File: src/rtl/bf16_adder.sv
`default_nettype none
// ============================================================================
//  Module      : bf16_adder
//  Description : BFloat16 adder, round-to-nearest-even, DAZ/FTZ, with a
//                single registered output stage (1-cycle latency).
//  Revision    : 1.0 - initial release
// ============================================================================
module bf16_adder (
    input  logic       clk,
    input  logic       rst,
    input  logic       sa_i,
    input  logic [7:0] ea_i,
    input  logic [6:0] ma_i,
    input  logic       sb_i,
    input  logic [7:0] eb_i,
    input  logic [6:0] mb_i,
    output logic       s_o,
    output logic [7:0] e_o,
    output logic [6:0] m_o
);

    localparam logic [7:0] c_exp_max = 8'hFF;
    localparam logic [6:0] c_qnan_m  = 7'h40;

    // Operand classification
    logic w_a_zero, w_b_zero, w_a_inf, w_b_inf, w_a_nan, w_b_nan;
    assign w_a_zero = (ea_i == 8'h00);
    assign w_b_zero = (eb_i == 8'h00);
    assign w_a_inf  = (ea_i == c_exp_max) && (ma_i == 7'h00);
    assign w_b_inf  = (eb_i == c_exp_max) && (mb_i == 7'h00);
    assign w_a_nan  = (ea_i == c_exp_max) && (ma_i != 7'h00);
    assign w_b_nan  = (eb_i == c_exp_max) && (mb_i != 7'h00);

    // Order operands by magnitude
    logic       w_a_ge, w_sl, w_ss;
    logic [7:0] w_el, w_es, w_diff;
    logic [6:0] w_ml, w_ms;
    assign w_a_ge = ({ea_i, ma_i} >= {eb_i, mb_i});
    assign w_sl   = w_a_ge ? sa_i : sb_i;
    assign w_ss   = w_a_ge ? sb_i : sa_i;
    assign w_el   = w_a_ge ? ea_i : eb_i;
    assign w_es   = w_a_ge ? eb_i : ea_i;
    assign w_ml   = w_a_ge ? ma_i : mb_i;
    assign w_ms   = w_a_ge ? mb_i : ma_i;
    assign w_diff = w_el - w_es;

    // Align smaller significand: {sig[7:0], guard, round, sticky}
    logic [17:0] w_ext, w_shifted;
    logic [10:0] w_l_al, w_s_al;
    assign w_ext     = {1'b1, w_ms, 10'b0};
    assign w_shifted = w_ext >> w_diff[3:0];
    assign w_s_al    = (w_diff >= 8'd10) ? 11'd1
                                         : {w_shifted[17:8], |w_shifted[7:0]};
    assign w_l_al    = {1'b1, w_ml, 3'b000};

    logic [11:0] w_sum;
    assign w_sum = (w_sl ^ w_ss) ? ({1'b0, w_l_al} - {1'b0, w_s_al})
                                 : ({1'b0, w_l_al} + {1'b0, w_s_al});

    logic [3:0] w_lzc;
    always_comb begin
        w_lzc = 4'd0;
        for (int i = 0; i < 11; i++) begin
            if (w_sum[i]) w_lzc = 4'(10 - i);
        end
    end

    logic        w_carry;
    logic [3:0]  w_lshift;
    logic [10:0] w_norm;
    assign w_carry  = w_sum[11];
    assign w_lshift = w_carry ? 4'd0 : w_lzc;
    assign w_norm   = w_carry ? {w_sum[11:2], w_sum[1] | w_sum[0]}
                              : (w_sum[10:0] << w_lzc);

    // Round to nearest, ties to even
    logic       w_round_up;
    logic [8:0] w_rnd;
    logic [6:0] w_mant;
    assign w_round_up = w_norm[2] & (w_norm[1] | w_norm[0] | w_norm[3]);
    assign w_rnd      = {1'b0, w_norm[10:3]} + {8'b0, w_round_up};
    assign w_mant     = w_rnd[8] ? w_rnd[7:1] : w_rnd[6:0];

    logic signed [9:0] w_exp;
    assign w_exp = $signed({2'b00, w_el}) + $signed({9'b0, w_carry})
                 - $signed({6'b0, w_lshift}) + $signed({9'b0, w_rnd[8]});

    logic       w_res_s;
    logic [7:0] w_res_e;
    logic [6:0] w_res_m;
    always_comb begin
        w_res_s = 1'b0;
        w_res_e = 8'h00;
        w_res_m = 7'h00;
        if (w_a_nan || w_b_nan || (w_a_inf && w_b_inf && (sa_i != sb_i))) begin
            w_res_e = c_exp_max;
            w_res_m = c_qnan_m;
        end else if (w_a_inf || w_b_inf) begin
            w_res_s = w_a_inf ? sa_i : sb_i;
            w_res_e = c_exp_max;
        end else if (w_a_zero && w_b_zero) begin
            w_res_s = sa_i & sb_i;
        end else if (w_a_zero) begin
            w_res_s = sb_i;
            w_res_e = eb_i;
            w_res_m = mb_i;
        end else if (w_b_zero) begin
            w_res_s = sa_i;
            w_res_e = ea_i;
            w_res_m = ma_i;
        end else if (w_sum == 12'd0) begin
            w_res_s = 1'b0;
        end else if (w_exp >= 10'sd255) begin
            w_res_s = w_sl;
            w_res_e = c_exp_max;
        end else if (w_exp <= 10'sd0) begin
            w_res_s = w_sl;
        end else begin
            w_res_s = w_sl;
            w_res_e = w_exp[7:0];
            w_res_m = w_mant;
        end
    end

    always_ff @(posedge clk) begin
        if (rst) begin
            s_o <= 1'b0;
            e_o <= 8'h00;
            m_o <= 7'h00;
        end else begin
            s_o <= w_res_s;
            e_o <= w_res_e;
            m_o <= w_res_m;
        end
    end

endmodule
`default_nettype wire

File: config.mk
export PLATFORM = sky130hd
export DESIGN_NAME = bf16_adder
export DESIGN_NICKNAME = d
export VERILOG_FILES = /design/src/rtl/bf16_adder.sv
export SDC_FILE = /design/constraint.sdc
export NUM_CORES = 1
export LEC_CHECK = 0
export ABC_AREA = 1
export BUFFER_PORTS_ARGS = -buffer_cell sky130_fd_sc_hd__buf_4
export CELL_PAD_IN_SITES_DETAIL_PLACEMENT = 1
export CELL_PAD_IN_SITES_GLOBAL_PLACEMENT = 2
export CORE_MARGIN = 3
export CORE_UTILIZATION = 34
export CTS_CLUSTER_SIZE = 10
export DETAILED_ROUTE_END_ITERATION = 7
export PLACE_DENSITY = 0.92
export SYNTH_ARGS = -nofsm -noshare
export SYNTH_HDL_FRONTEND = slang
export SYNTH_SLANG_ARGS = --single-unit
File: constraint.sdc
create_clock -name clk -period 13.15 [get_ports clk]
set_clock_uncertainty 0.05 [all_clocks]
set_input_delay 0.6575 -clock clk [delete_from_list [all_inputs] [get_ports clk]]
set_output_delay 0.6575 -clock clk [all_outputs]
set_load 0.01 [all_outputs]
### After elaboration in Yosys (flattened, before gate mapping)

Index checks and enable logic that the tools add are counted.

* div/mod/pow operators: 0
* bitwise operators: 6
* $mul: 0
* $add $sub $neg: 7
* shift-type cells: 2
* muxes and demuxes: 44
* reductions and logical operators: 20
* $lt $le $gt $ge: 4
* eq/ne operators: 3

Operators with widths (count)
* $mux W8: 10
* $mux W7: 11
* $mux W4: 12
* $mux W11: 2
* $add A8 B1 Y9: 2
* $shr A18 B4 Y18: 1
* $eq A8 B8 Y1 const B: 2
* $logic_not A8 Y1: 2
* $ge A15 B15 Y1: 1
* $logic_not A7 Y1: 2
* $reduce_bool A7 Y1: 2
* $add A11 B11 Y12: 1
* $logic_not A12 Y1: 1
* $mux W12: 1
* $sub A11 B11 Y12: 1
* $shl A11 B4 Y11: 1
* $add A10 B2 Y10: 1
* $ge A10 B9 Y1 const B: 1
* $le A10 B1 Y1 const B: 1
* $sub A9 B4 Y10: 1
* $ge A8 B4 Y1 const B: 1
* $mux W1: 8
* $reduce_or A8 Y1: 1
* $sub A8 B8 Y8: 1
* other kinds (8): 19

* memories: 0
* RAM bits: 0
* output and inout bits: 16
* word-level logic and storage cells: 90
* input port bits: 34
* register bits: 16
* memory bits (read-only): 0
* bits in latches: 0

### Depth between registers and ports, before layout

Gate-level depths: netlist (run 1).

* depth in word-level cells: 35
* depth in mapped cells: 71
* gate-level depth less buffers: 70

### Worst setup path before layout (run 1)

No wires, ideal clock.

* kind: input to register
* start: input port eb_i[6]
* end: register m_o[6]
* stages on the path: 68
* arrival: 9.010 ns
* path slack: 4.020 ns
* path buffers: 3
* data required time: 13.030 ns
* library setup time: 0.070 ns
* cell sequence: inv_1 > ha_1 > nand2_1 > inv_2 > nand2_1 > nand3_1 > nor2_1 > nand3_4 > nand2_1 > nand3_2 > ha_1 > clkbuf_1 > inv_1 > clkbuf_1 > nand2_1 > nand2_1 > nand3_2 > nor2_8 > [32 not listed] > fa_1 > o21ai_0 > a21oi_1 > o21ai_0 > a21o_1 > a21oi_1 > xnor2_1 > a41o_1 > nand2_1 > inv_1 > nor2_1 > inv_1 > nor2_1 > a21boi_1 > nand2_1 > nand2_1 > nand2_1 > a21oi_1

* cells in the longest elaborated chain, start to end: 35
* elaborated cells on any way between the ends: 60
* classes of those cells: 7 x add/sub; 4 x order compare; 1 x eq/ne; 2 x shift; 30 x mux; 5 x bitwise; 11 x reduce/logical

RTL lines
* start, declared: line 15 `input logic [7:0] eb_i,`
* $ge A15 B15 Y1: line 38 `assign w_a_ge = ({ea_i, ma_i} >= {eb_i, mb_i});`
* $mux W8 (on tied branches): line 41, 42
* $sub A8 B8 Y8: line 45 `assign w_diff = w_el - w_es;`
* $shr A18 B4 Y18: line 51 `assign w_shifted = w_ext >> w_diff[3:0];`
* $reduce_or A8 Y1: line 53 `: {w_shifted[17:8], |w_shifted[7:0]};`
* $mux W11: line 52 `assign w_s_al = (w_diff >= 8'd10) ? 11'd1`
* $add A11 B11 Y12 / $sub A11 B11 Y12 (equally long branches): line 58, 57
* $mux W12: line 57 `assign w_sum = (w_sl ^ w_ss) ? ({1'b0, w_l_al} - {1'b0, w_s_al})`
* [19 not listed]
* $mux W7: line 116 `end else if (w_exp <= 10'sd0) begin`
* $mux W7: line 113 `end else if (w_exp >= 10'sd255) begin`
* $mux W7: line 111 `end else if (w_sum == 12'd0) begin`
* $mux W7: line 107 `end else if (w_b_zero) begin`
* $mux W7: line 103 `end else if (w_a_zero) begin`
* $mux W7: line 101 `end else if (w_a_zero && w_b_zero) begin`
* $mux W7: line 98 `end else if (w_a_inf || w_b_inf) begin`
* $mux W7 *: line 95 `if (w_a_nan || w_b_nan || (w_a_inf && w_b_inf && (sa_i != sb_i))) begin`
* end signal, assigned: line 133 `m_o <= w_res_m;`
* end, declared: line 19 `output logic [6:0] m_o`

Every way passes the cells marked *; elsewhere a longest branch is shown, timed or not.
A chain may end at the register's enable or synchronous reset.

### Worst setup path after layout (run 1)

* start: input port mb_i[6]
* end: register m_o[6]

* cells in the longest elaborated chain, start to end: 35
* elaborated cells on any way between the ends: 59
* classes of those cells: 7 x add/sub; 4 x order compare; 2 x shift; 30 x mux; 5 x bitwise; 11 x reduce/logical

RTL lines
* start, declared: line 16 `input logic [6:0] mb_i,`
* $ge A15 B15 Y1: line 38
* $mux W8 (on tied branches): line 41, 42
* $sub A8 B8 Y8: line 45
* $shr A18 B4 Y18: line 51
* $reduce_or A8 Y1: line 53
* $mux W11: line 52
* $add A11 B11 Y12 / $sub A11 B11 Y12 (equally long branches): line 58, 57
* $mux W12: line 57
* [19 not listed]
* $mux W7: line 116
* $mux W7: line 113
* $mux W7: line 111
* $mux W7: line 107
* $mux W7: line 103
* $mux W7: line 101
* $mux W7: line 98
* $mux W7 *: line 95

Marked as above.

==> summary.txt, run 1 <==
Global routing
  • GRT Total Usage: 0.225
  • Initial antenna violation count: 0
  • Congestion Overflow GR: 0
  • First-pass GRT wire length: 29400 um
  • Vias in the first global route: 5655
  • Largest net degree at the start of global routing: 34

Critical path
  • CP top delay family: simple AND/OR/NAND/NOR gates
  • Peak fanout along the critical path: 33
  • Arrival time at the worst endpoint: 10.95 ns
  • Buf/Inv on CP: 12
  • Critical Path End Type: flip-flop
  • Slowest cell delay on critical path: 0.43 ns
  • Crit Path Category: input port to flip-flop
  • CP startpoint kind: input port
  • Crit-path slowest cell: ha_1
  • Worst EP required: 13.27 ns
  • Crit. path cell count: 66
  • Most frequent cell on the critical path: nand2_1

Synth
  • Leading area contributor after synthesis: nand2_1
  • Area contributors post-synth: nand2_1 (21%), ha_1 (11%), nand3_1 (11%), inv_1 (9.5%), dfxtp_1 (6.6%)
  • Synth Area per Inst: 5.47 um2
  • Area share of the largest cell type after synthesis: 0.213
  • Syn Nets: 970
  • Mapped Cells: 889
  • Sequential share of the synthesized area: 0.0658
  • Netlist Area Pre-Place: 0.00486 mm2
  • Seq cells post-synth: 16
  • Synth warn: 0
  • Netlist cell types: 51

STA
  • Rel. slew slack: 0.265
  • Fin Setup TNS: 0 ns
  • # setup viols final: 0
  • Max-slew violation count: 0
  • Worst slew pin tran: 1.10 ns
  • Final hold violation count: 0
  • Final period util: 0.823
  • RSZ-0062 raised after global routing: false
  • Final WS setup: 2.32 ns
  • Min Tclk post-route: 10.83 ns
  • Fmax: 92.3 MHz

Die
  • Top Ports: 50
  • Die Span Y: 126 um
  • # rows: 43
  • Placeable core area: 0.0139 mm2
  • Starting Density: 0.349
  • Die area: 0.0158 mm2
  • Die width: 126 um

Pwr
  • Internal power: 274 uW
  • PwrDens: 112 mW/mm2
  • Reg power frac: 0.115
  • Switching power: 334 uW
  • Clock share of power: 0.109
  • Comb pwr share: 0.777
  • Leak pwr: 0.00300 uW
  • Switch share: 0.549
  • Peak supply drop: 0.0609 mV

Placement
  • Post-DP HPWL: 15600 um
  • PortBufs: 49
  • Placer Congestion: 0.953
  • Setup WS pre-CTS: 2.31 ns

Detailed routing
  • Met1 Wirelength: 8930 um
  • TritonRoute pass-1 iters: 5
  • Top sig layer: met4
  • DR WL met3: 893 um
  • WL met2: 8280 um
  • Vias per cell: 5.34
  • Vias: 5897
  • Wire per inst: 16.6 um
  • Final wirelength: 18400 um
  • DRT antenna net count: 0
  • DRC viols: 0
  • DR iter-0 viols: 384

Clocking
  • # H-tree levels: 1
  • CTS sink cnt: 16
  • Hold-fix buffers, CTS: 0
  • Deepest clock path buffer count: 2
  • Clk slew on worst S/H paths: 0.05 ns
  • # Post-CTS Setup Buffers: 0
  • CTS tree: yes
  • CTS resizes: 0
  • CTS Buf Count: 3
  • Clk root buf: clkbuf_16

Run
  • Max-capacitance violation count: 0

Cells and area
  • Share of layout cells above drive strength 1: 0.137
  • Final nets: 1006
  • Most frequent cells in the layout: nand2_1 (276), inv_1 (123), nand3_1 (110)
  • Most common cell after layout, fill and taps aside: nand2_1
  • Area growth from synthesis to layout: 11.8%
  • Ant diodes: 0
  • Filler cell count: 1979

Min path
  • Hold endpoint: e_o[5]
  • Hold Crit Start: rst
  • WHS Path Cells: 2
  • Worst min path class: input port to flip-flop

Outcome
  • Status: completed
worst max path at each step:
stage / end / startpoint / slack, ns
3_3_place_gp: m_o[6] / mb_i[6] / 2.62
6_report: m_o[6] / mb_i[6] / 2.32
2_1_floorplan: m_o[6] / eb_i[6] / 4.02
5_1_grt: m_o[6] / mb_i[6] / 1.13
4_1_cts: m_o[6] / mb_i[6] / 2.35
3_5_place_dp: m_o[6] / mb_i[6] / 2.31
area by class of cell:
class	count	area [um2]	share of cell area
timing repair buffer	50	375	0.0690
inverter	137	517	0.0950
clock buffer	4	88.8	0.0163
multi-input combinational	717	3910	0.719
tap	180	225	0.0414
sequential	16	320	0.0589
registers in the layout, summed over array words and instances, names as in the netlist:
name / count
s_o: 1
e_o: 8
m_o: 7
synthesized netlist by cell type, drive strengths merged:
library cell  instances
a41o                  1
clkinv                1
nand4                15
a21o                  2
o22ai                 1
nand3               120
ha                   44
nand3b                6
o211ai                4
a211oi                1
buf                   8
o311a                 1
or2                   4
a22oi                 1
xor2                  6
clkbuf               11
xnor2                 5
and2                  3
o2111ai               3
inv                 136
nor4                  8
fa                    3
a31oi                 7
a21boi                2
a21oi                51
nor3                  3
o31ai                 3
nor2                 67
o21ai                50
a2111oi               1
o21bai                1
dfxtp                16
nand2               304
cells by family after synthesis:
logic type      count (synthesis)  synth area share
simple gates                  530             0.505
fa+ha+maj                      47             0.126
xor+xnor                       11            0.0213
buf+inv                       156             0.130
compound gates                129             0.153
flops                          16            0.0658
routing by layer:
layer,track usage,vias up
met5,0,-
met4,0.0370,0
met3,0.0174,12
met2,0.367,140
met1,0.330,2770
li1,-,2975
stage by stage:
stage | std cells | hold WS, ns | util | total power [uW] | cell area [um2]
6_report | 1104 | 0.607 | 0.390 | 608 | 5440
2_1_floorplan | 889 | 0.778 | - | 405 | 4860
4_1_cts | 1104 | 0.607 | 0.390 | 610 | 5440
5_1_grt | 1104 | 0.623 | 0.390 | 674 | 5440
3_3_place_gp | 1100 | 0.859 | 0.384 | 535 | 5350
3_5_place_dp | 1100 | 0.865 | 0.384 | 537 | 5350
power by group through the flow:
| stage | Sequential [uW] | Clock, uW | Combinational (uW) |
|---|---|---|---|
| 2_1_floorplan | 78.1 | 0 | 327 |
| 3_3_place_gp | 70.2 | 0 | 465 |
| 3_5_place_dp | 70.9 | 0 | 466 |
| 4_1_cts | 70.3 | 67.5 | 472 |
| 5_1_grt | 72.0 | 70.0 | 532 |
| 6_report | 69.7 | 66.0 | 473 |
Note: power is estimated with default switching activity, not from simulation.
==> run 2, diff against run 1 <==
--- a/config.mk
+++ b/config.mk
@@ -10,10 +10,10 @@
 export CELL_PAD_IN_SITES_DETAIL_PLACEMENT = 1
 export CELL_PAD_IN_SITES_GLOBAL_PLACEMENT = 2
 export CORE_MARGIN = 3
-export CORE_UTILIZATION = 34
+export CORE_UTILIZATION = 28
 export CTS_CLUSTER_SIZE = 10
 export DETAILED_ROUTE_END_ITERATION = 7
-export PLACE_DENSITY = 0.92
+export PLACE_DENSITY = 0.81
 export SYNTH_ARGS = -nofsm -noshare
 export SYNTH_HDL_FRONTEND = slang
 export SYNTH_SLANG_ARGS = --single-unit
==> constraint.sdc (replaced) <==
create_clock -name clk -period 8.7 [get_ports clk]
set_clock_uncertainty 0.05 [all_clocks]
set_input_delay 0.435 -clock clk [delete_from_list [all_inputs] [get_ports clk]]
set_output_delay 0.435 -clock clk [all_outputs]
set_load 0.01 [all_outputs]
==> summary.txt, run 2 (synthesized netlist as in run 1, its figures left out) <==
STA
  • Rel. slew slack: 0.335 (was 0.265)
  • Final hold violation count: 0 (unchanged)
  • Max-slew violation count: 0 (unchanged)
  • Min Tclk post-route: 8.17 ns
  • Worst slew pin tran: 0.991 ns (was 1.10 ns)
  • # setup viols final: 0 (unchanged)
  • Hold Slack: 0.383 ns (was 0.607 ns)
  • Final period util: 0.940
  • Fmax: 122 MHz

Critical path
  • Critical Path Start: eb_i[4] (was mb_i[6])
  • Peak fanout along the critical path: 11 (was 33)
  • Crit Path Category: input port to flip-flop (unchanged)
  • Arrival time at the worst endpoint: 8.31 ns (was 10.95 ns)
  • Critical Path End Type: flip-flop (unchanged)
  • Slowest cell delay on critical path: 0.35 ns (was 0.43 ns)
  • CP startpoint kind: input port (unchanged)
  • Crit-path slowest cell: fa_2 (was ha_1)
  • Most frequent cell on the critical path: nand2_1 (unchanged)
  • Worst EP required: 8.83 ns (was 13.27 ns)
  • Crit path to: m_o[6] (unchanged)

Cells and area
  • Most common cell after layout, fill and taps aside: nand2_1 (unchanged)
  • Ant diodes: 0 (unchanged)
  • Area growth from synthesis to layout: 33.6% (was 11.8%)
  • Biggest register: e_o (unchanged)
  • Max FFs per register: 8 (unchanged)
  • Share of layout cells above drive strength 1: 0.282 (was 0.137)
  • Regs by FF count: e_o x8, m_o x7, s_o x1 (unchanged)
  • Final nets: 1091 (was 1006)
  • Most frequent cells in the layout: nand2_1 (256), buf_4 (133), inv_1 (113) (was nand2_1 (276), inv_1 (123), nand3_1 (110))
  • Final instance count without filler cells: 1228 (was 1104)

Global routing
  • Congestion Overflow GR: 0 (unchanged)
  • Grt peak-use layer: met2 (unchanged)
  • Vias in the first global route: 5966 (was 5655)
  • First-pass GRT wire length: 31100 um (was 29400 um)
  • Largest net degree at the start of global routing: 19 (was 34)
  • GR Util met2: 0.332 (was 0.367)
  • Initial antenna violation count: 0 (unchanged)
  • GRT Total Usage: 0.205 (was 0.225)
  • Met3 Use GR: 0.0117 (was 0.0174)
  • Met1 GRT Util: 0.308 (was 0.330)

Die
  • Top Ports: 50 (unchanged)
  • Die area: 0.0190 mm2 (was 0.0158 mm2)
  • Die width: 138 um (was 126 um)
  • # rows: 47 (was 43)
  • Die Span Y: 138 um (was 126 um)
  • Starting Density: 0.289 (was 0.349)
  • Placeable core area: 0.0168 mm2 (was 0.0139 mm2)

Detailed routing
  • Final wirelength: 19800 um (was 18400 um)
  • Wire per inst: 16.1 um (was 16.6 um)
  • DRC viols: 0 (unchanged)
  • Vias per cell: 4.99 (was 5.34)
  • TritonRoute pass-1 iters: 5 (unchanged)
  • DRT antenna net count: 0 (unchanged)
  • Vias: 6123 (was 5897)
  • DR iter-0 viols: 382 (was 384)

Placement
  • Placer Congestion: 0.932 (was 0.953)
  • Post-DP HPWL: 16900 um (was 15600 um)
  • PortBufs: 49 (unchanged)
  • Placed cells: 1211 (was 1100)

Clocking
  • # H-tree levels: 1 (unchanged)
  • CTS tree: yes (unchanged)
  • CTS sink cnt: 16 (unchanged)
  • CTS Buf Count: 3 (unchanged)
  • Clk slew on worst S/H paths: 0.05 ns (about the same)
  • Hold-fix buffers, CTS: 0 (unchanged)
  • Clk root buf: clkbuf_16 (unchanged)
  • Deepest clock path buffer count: 2 (unchanged)

Run
  • Max-capacitance violation count: 0 (unchanged)

Pwr
  • PwrDens: 163 mW/mm2 (was 112 mW/mm2)
  • Leak pwr: 0.00343 uW (was 0.00300 uW)
  • Final Power: 1060 uW (was 608 uW)
  • Peak supply drop: 0.0973 mV (was 0.0609 mV)

Outcome
  • Status: completed (unchanged)

Min path
  • Worst min path class: input port to flip-flop (unchanged)
run 2: how the worst min path moves through the flow:
stage | depth (start not counted) | slack, ns | startpoint | to
finish | 2 | 0.38 | rst | m_o[6]
global route | 2 | 0.39 | rst | m_o[6]
CTS | 2 | 0.40 | rst | e_o[5]
detailed placement | 2 | 0.65 | rst | e_o[2]
global placement | 2 | 0.64 | rst | m_o[6]
floorplan | 2 | 0.56 | eb_i[0] | e_o[0]
run 2: per-stage QoR:
stage          area (um2)  setup WS, ns  utilization  setup TNS, ns
6_report             6500         0.525        0.386              0
5_1_grt              6500        -0.106        0.386         -0.589
4_1_cts              6040        0.0190        0.359              0
3_5_place_dp         5950        -0.284        0.354          -2.12
3_3_place_gp         5950       -0.0873        0.354         -0.248
2_1_floorplan        4870        0.0444            -              0
run 2: repair_timing:
| action | CTS | global route |
|---|---|---|
| gates resized for setup | 4 | 88 |
| endpoints found under the setup margin | 2 | 15 |
| pin swaps | 0 | 35 |
| endpoints found under the hold margin | 0 | 0 |
| setup buffers | 0 | 14 |
run 2: area by class of cell:
type                            count  area [um2]
Fill cell                        2336       10300
Tap cell                          220         275
Sequential cell                    16         320
Timing Repair Buffer              135        1030
Multi-Input combinational cell    717        4280
Clock buffer                        3        75.1
Inverter                          137         517
run 2: layer usage:
metal / part of all wire / up-vias
met4: 0.0093 / 0
met3: 0.034 / 10
met1: 0.50 / 2879
li1: - / 3141
met2: 0.45 / 93
met5: 0 / -
run 2: worst max-delay path, delay by kind of cell:
kind	cells	cell delay [ns]
buffers and inverters	11	1.05
xor gates and xnor gates	2	0.29
AOI/OAI and AO/OA	16	2.25
and+or+nand+nor	33	3.04
adders and majority gates	5	1.24
run 2: power by group:
part / leakage (uW) / total (uW) / internal (uW) / switching (uW)
registers: 0.000133 / 108 / 97.9 / 10.5
logic: 0.00326 / 864 / 348 / 516
clock network: 0.0000370 / 89.7 / 60.4 / 29.3
total: 0.00343 / 1060 / 506 / 556
==> run 3, diff against run 2 <==
==> constraint.sdc (replaced) <==
create_clock -name clk -period 8.7 [get_ports clk]
set_clock_uncertainty 0.05 [all_clocks]
set_input_delay 0.87 -clock clk [delete_from_list [all_inputs] [get_ports clk]]
set_output_delay 0.87 -clock clk [all_outputs]
set_load 0.01 [all_outputs]
==> summary.txt, run 3 (synthesized netlist as in run 1, its figures left out) <==
Detailed routing
  • DRC viols: 0 (unchanged)
  • Vias per cell: 5.05 (was 4.99)
  • DR iter-0 viols: 329 (was 382)
  • DRT antenna net count: 0 (unchanged)
  • Final wirelength: 23200 um (was 19800 um)
  • TritonRoute pass-1 iters: 5 (unchanged)
  • Wire per inst: 17.3 um (was 16.1 um)
  • Vias: 6795 (was 6123)

Pwr
  • Final Power: 1290 uW (was 1060 uW)
  • PwrDens: 161 mW/mm2 (was 163 mW/mm2)
  • Leak pwr: 0.00413 uW (was 0.00343 uW)
  • Peak supply drop: 0.0967 mV (was 0.0973 mV)

STA
  • Min Tclk post-route: 8.66 ns (was 8.17 ns)
  • Final period util: 0.996 (was 0.940)
  • Worst slew pin tran: 1.04 ns (was 0.991 ns)
  • Rel. slew slack: 0.302 (was 0.335)
  • RSZ-0062 raised after global routing: true
  • Final hold violation count: 0 (unchanged)
  • # setup viols final: 0 (unchanged)
  • Max-slew violation count: 0 (unchanged)
  • Fmax: 115 MHz (was 122 MHz)

Clocking
  • CTS tree: yes (unchanged)
  • CTS Buf Count: 3 (unchanged)
  • # H-tree levels: 1 (unchanged)
  • Hold-fix buffers, CTS: 0 (unchanged)
  • Clk slew on worst S/H paths: 0.04 ns (was 0.05 ns)
  • Clk root buf: clkbuf_16 (unchanged)
  • Deepest clock path buffer count: 2 (unchanged)
  • CTS sink cnt: 16 (unchanged)

Global routing
  • Congestion Overflow GR: 0 (unchanged)
  • First-pass GRT wire length: 32800 um (was 31100 um)
  • GRT Total Usage: 0.216 (was 0.205)
  • Vias in the first global route: 6466 (was 5966)
  • Initial antenna violation count: 0 (unchanged)
  • Largest net degree at the start of global routing: 22 (was 19)

Die
  • Placeable core area: 0.0168 mm2 (unchanged)
  • Top Ports: 50 (unchanged)
  • Die Span Y: 138 um (unchanged)
  • # rows: 47 (unchanged)
  • Die width: 138 um (unchanged)
  • Starting Density: 0.289 (unchanged)
  • Die area: 0.0190 mm2 (unchanged)

Critical path
  • Crit Path Category: input port to flip-flop (unchanged)
  • Crit-path slowest cell: fa_2 (unchanged)
  • Peak fanout along the critical path: 5 (was 11)
  • Arrival time at the worst endpoint: 8.79 ns (was 8.31 ns)
  • Critical Path End Type: flip-flop (unchanged)
  • Worst EP required: 8.83 ns (about the same)
  • Slowest cell delay on critical path: 0.38 ns (was 0.35 ns)
  • CP startpoint kind: input port (unchanged)
  • Most frequent cell on the critical path: nand2_1 (unchanged)

Outcome
  • Status: completed (unchanged)

Run
  • Max-capacitance violation count: 0 (unchanged)

Placement
  • Placer Congestion: 0.895 (was 0.932)
  • Post-DP HPWL: 17900 um (was 16900 um)
  • PortBufs: 49 (unchanged)

Cells and area
  • Ant diodes: 0 (unchanged)
  • Multi-input combinational cell area: 0.00484 mm2 (was 0.00428 mm2)
  • Biggest register: e_o (unchanged)
  • Area growth from synthesis to layout: 65.1% (was 33.6%)
  • Filler cell count: 2271 (was 2336)
  • Final core occ: 0.477 (was 0.386)
  • Regs by FF count: e_o x8, m_o x7, s_o x1 (unchanged)
  • Share of layout cells above drive strength 1: 0.432 (was 0.282)
  • Register area: 320 um2 (unchanged)
  • Final nets: 1208 (was 1091)
  • Most common cell after layout, fill and taps aside: buf_4 (was nand2_1)
  • Max FFs per register: 8 (unchanged)
  • Most frequent cells in the layout: buf_4 (235), nand2_1 (228), nand3_1 (98) (was nand2_1 (256), buf_4 (133), inv_1 (113))

Min path
  • Worst min path class: input port to flip-flop (unchanged)
run 3: cell count changes in the layout (fill, tap and decap cells not counted), moves of 14 or more:
cell     before  now
inv_1       113   97
nand2_4       6   24
buf_4       133  235
inv_4         1   15
nand2_1     256  228
buf_6         1   15
run 3: final cells by class:
class	count	share of cell area
repair buffers	252	0.244
multi-input cells	717	0.603
well taps	220	0.0343
flip-flops and latches	16	0.0399
clock buffers	3	0.00935
inverters	137	0.0687
run 3: timing repair:
item,in CTS,in global routing
buffers inserted,2,26
resized for setup,29,223
setup endpoints to repair,14,15
pin swaps,6,103
run 3: worst max-delay path: cells and delay by family:
kind	cells	cell delay, ns
AND/OR/NAND/NOR	33	3.14
AO/OA/AOI/OAI	16	2.33
adder cells (fa/ha/maj)	5	1.31
buffers and inverters	11	0.80
XOR/XNOR	2	0.28
run 3: where the power goes:
group | total (uW) | switching (uW) | internal (uW)
registers | 111 | 12.6 | 98.1
clock network | 85.1 | 25.1 | 60.0
logic | 1100 | 603 | 494
run 3: routing by layer:
metal | routed length, um | GRT usage | part of all wire
met5 | 0 | 0 | 0
met4 | 533 | 0.0302 | 0.023
met2 | 11200 | 0.361 | 0.48
met3 | 797 | 0.00511 | 0.034
met1 | 10700 | 0.315 | 0.46
run 3: final timing paths:
kind                     end     from  depth (start not counted)
worst max-delay path  m_o[6]  ma_i[0]                         67
worst min-delay path  m_o[6]      rst                          2
run 3: through the flow:
step / hold WS, ns / area [um2] / setup WS [ns] / cells / TNS [ns]
6_report: 0.824 / 8030 / 0.0386 / 1345 / 0
3_3_place_gp: 1.08 / 6760 / -0.378 / 1315 / -3.92
2_1_floorplan: 0.990 / 4920 / 0.0516 / 889 / 0
3_5_place_dp: 1.09 / 6760 / -0.585 / 1315 / -7.40
5_1_grt: 0.836 / 8030 / -0.602 / 1345 / -7.65
4_1_cts: 0.839 / 6960 / 0.00997 / 1320 / 0
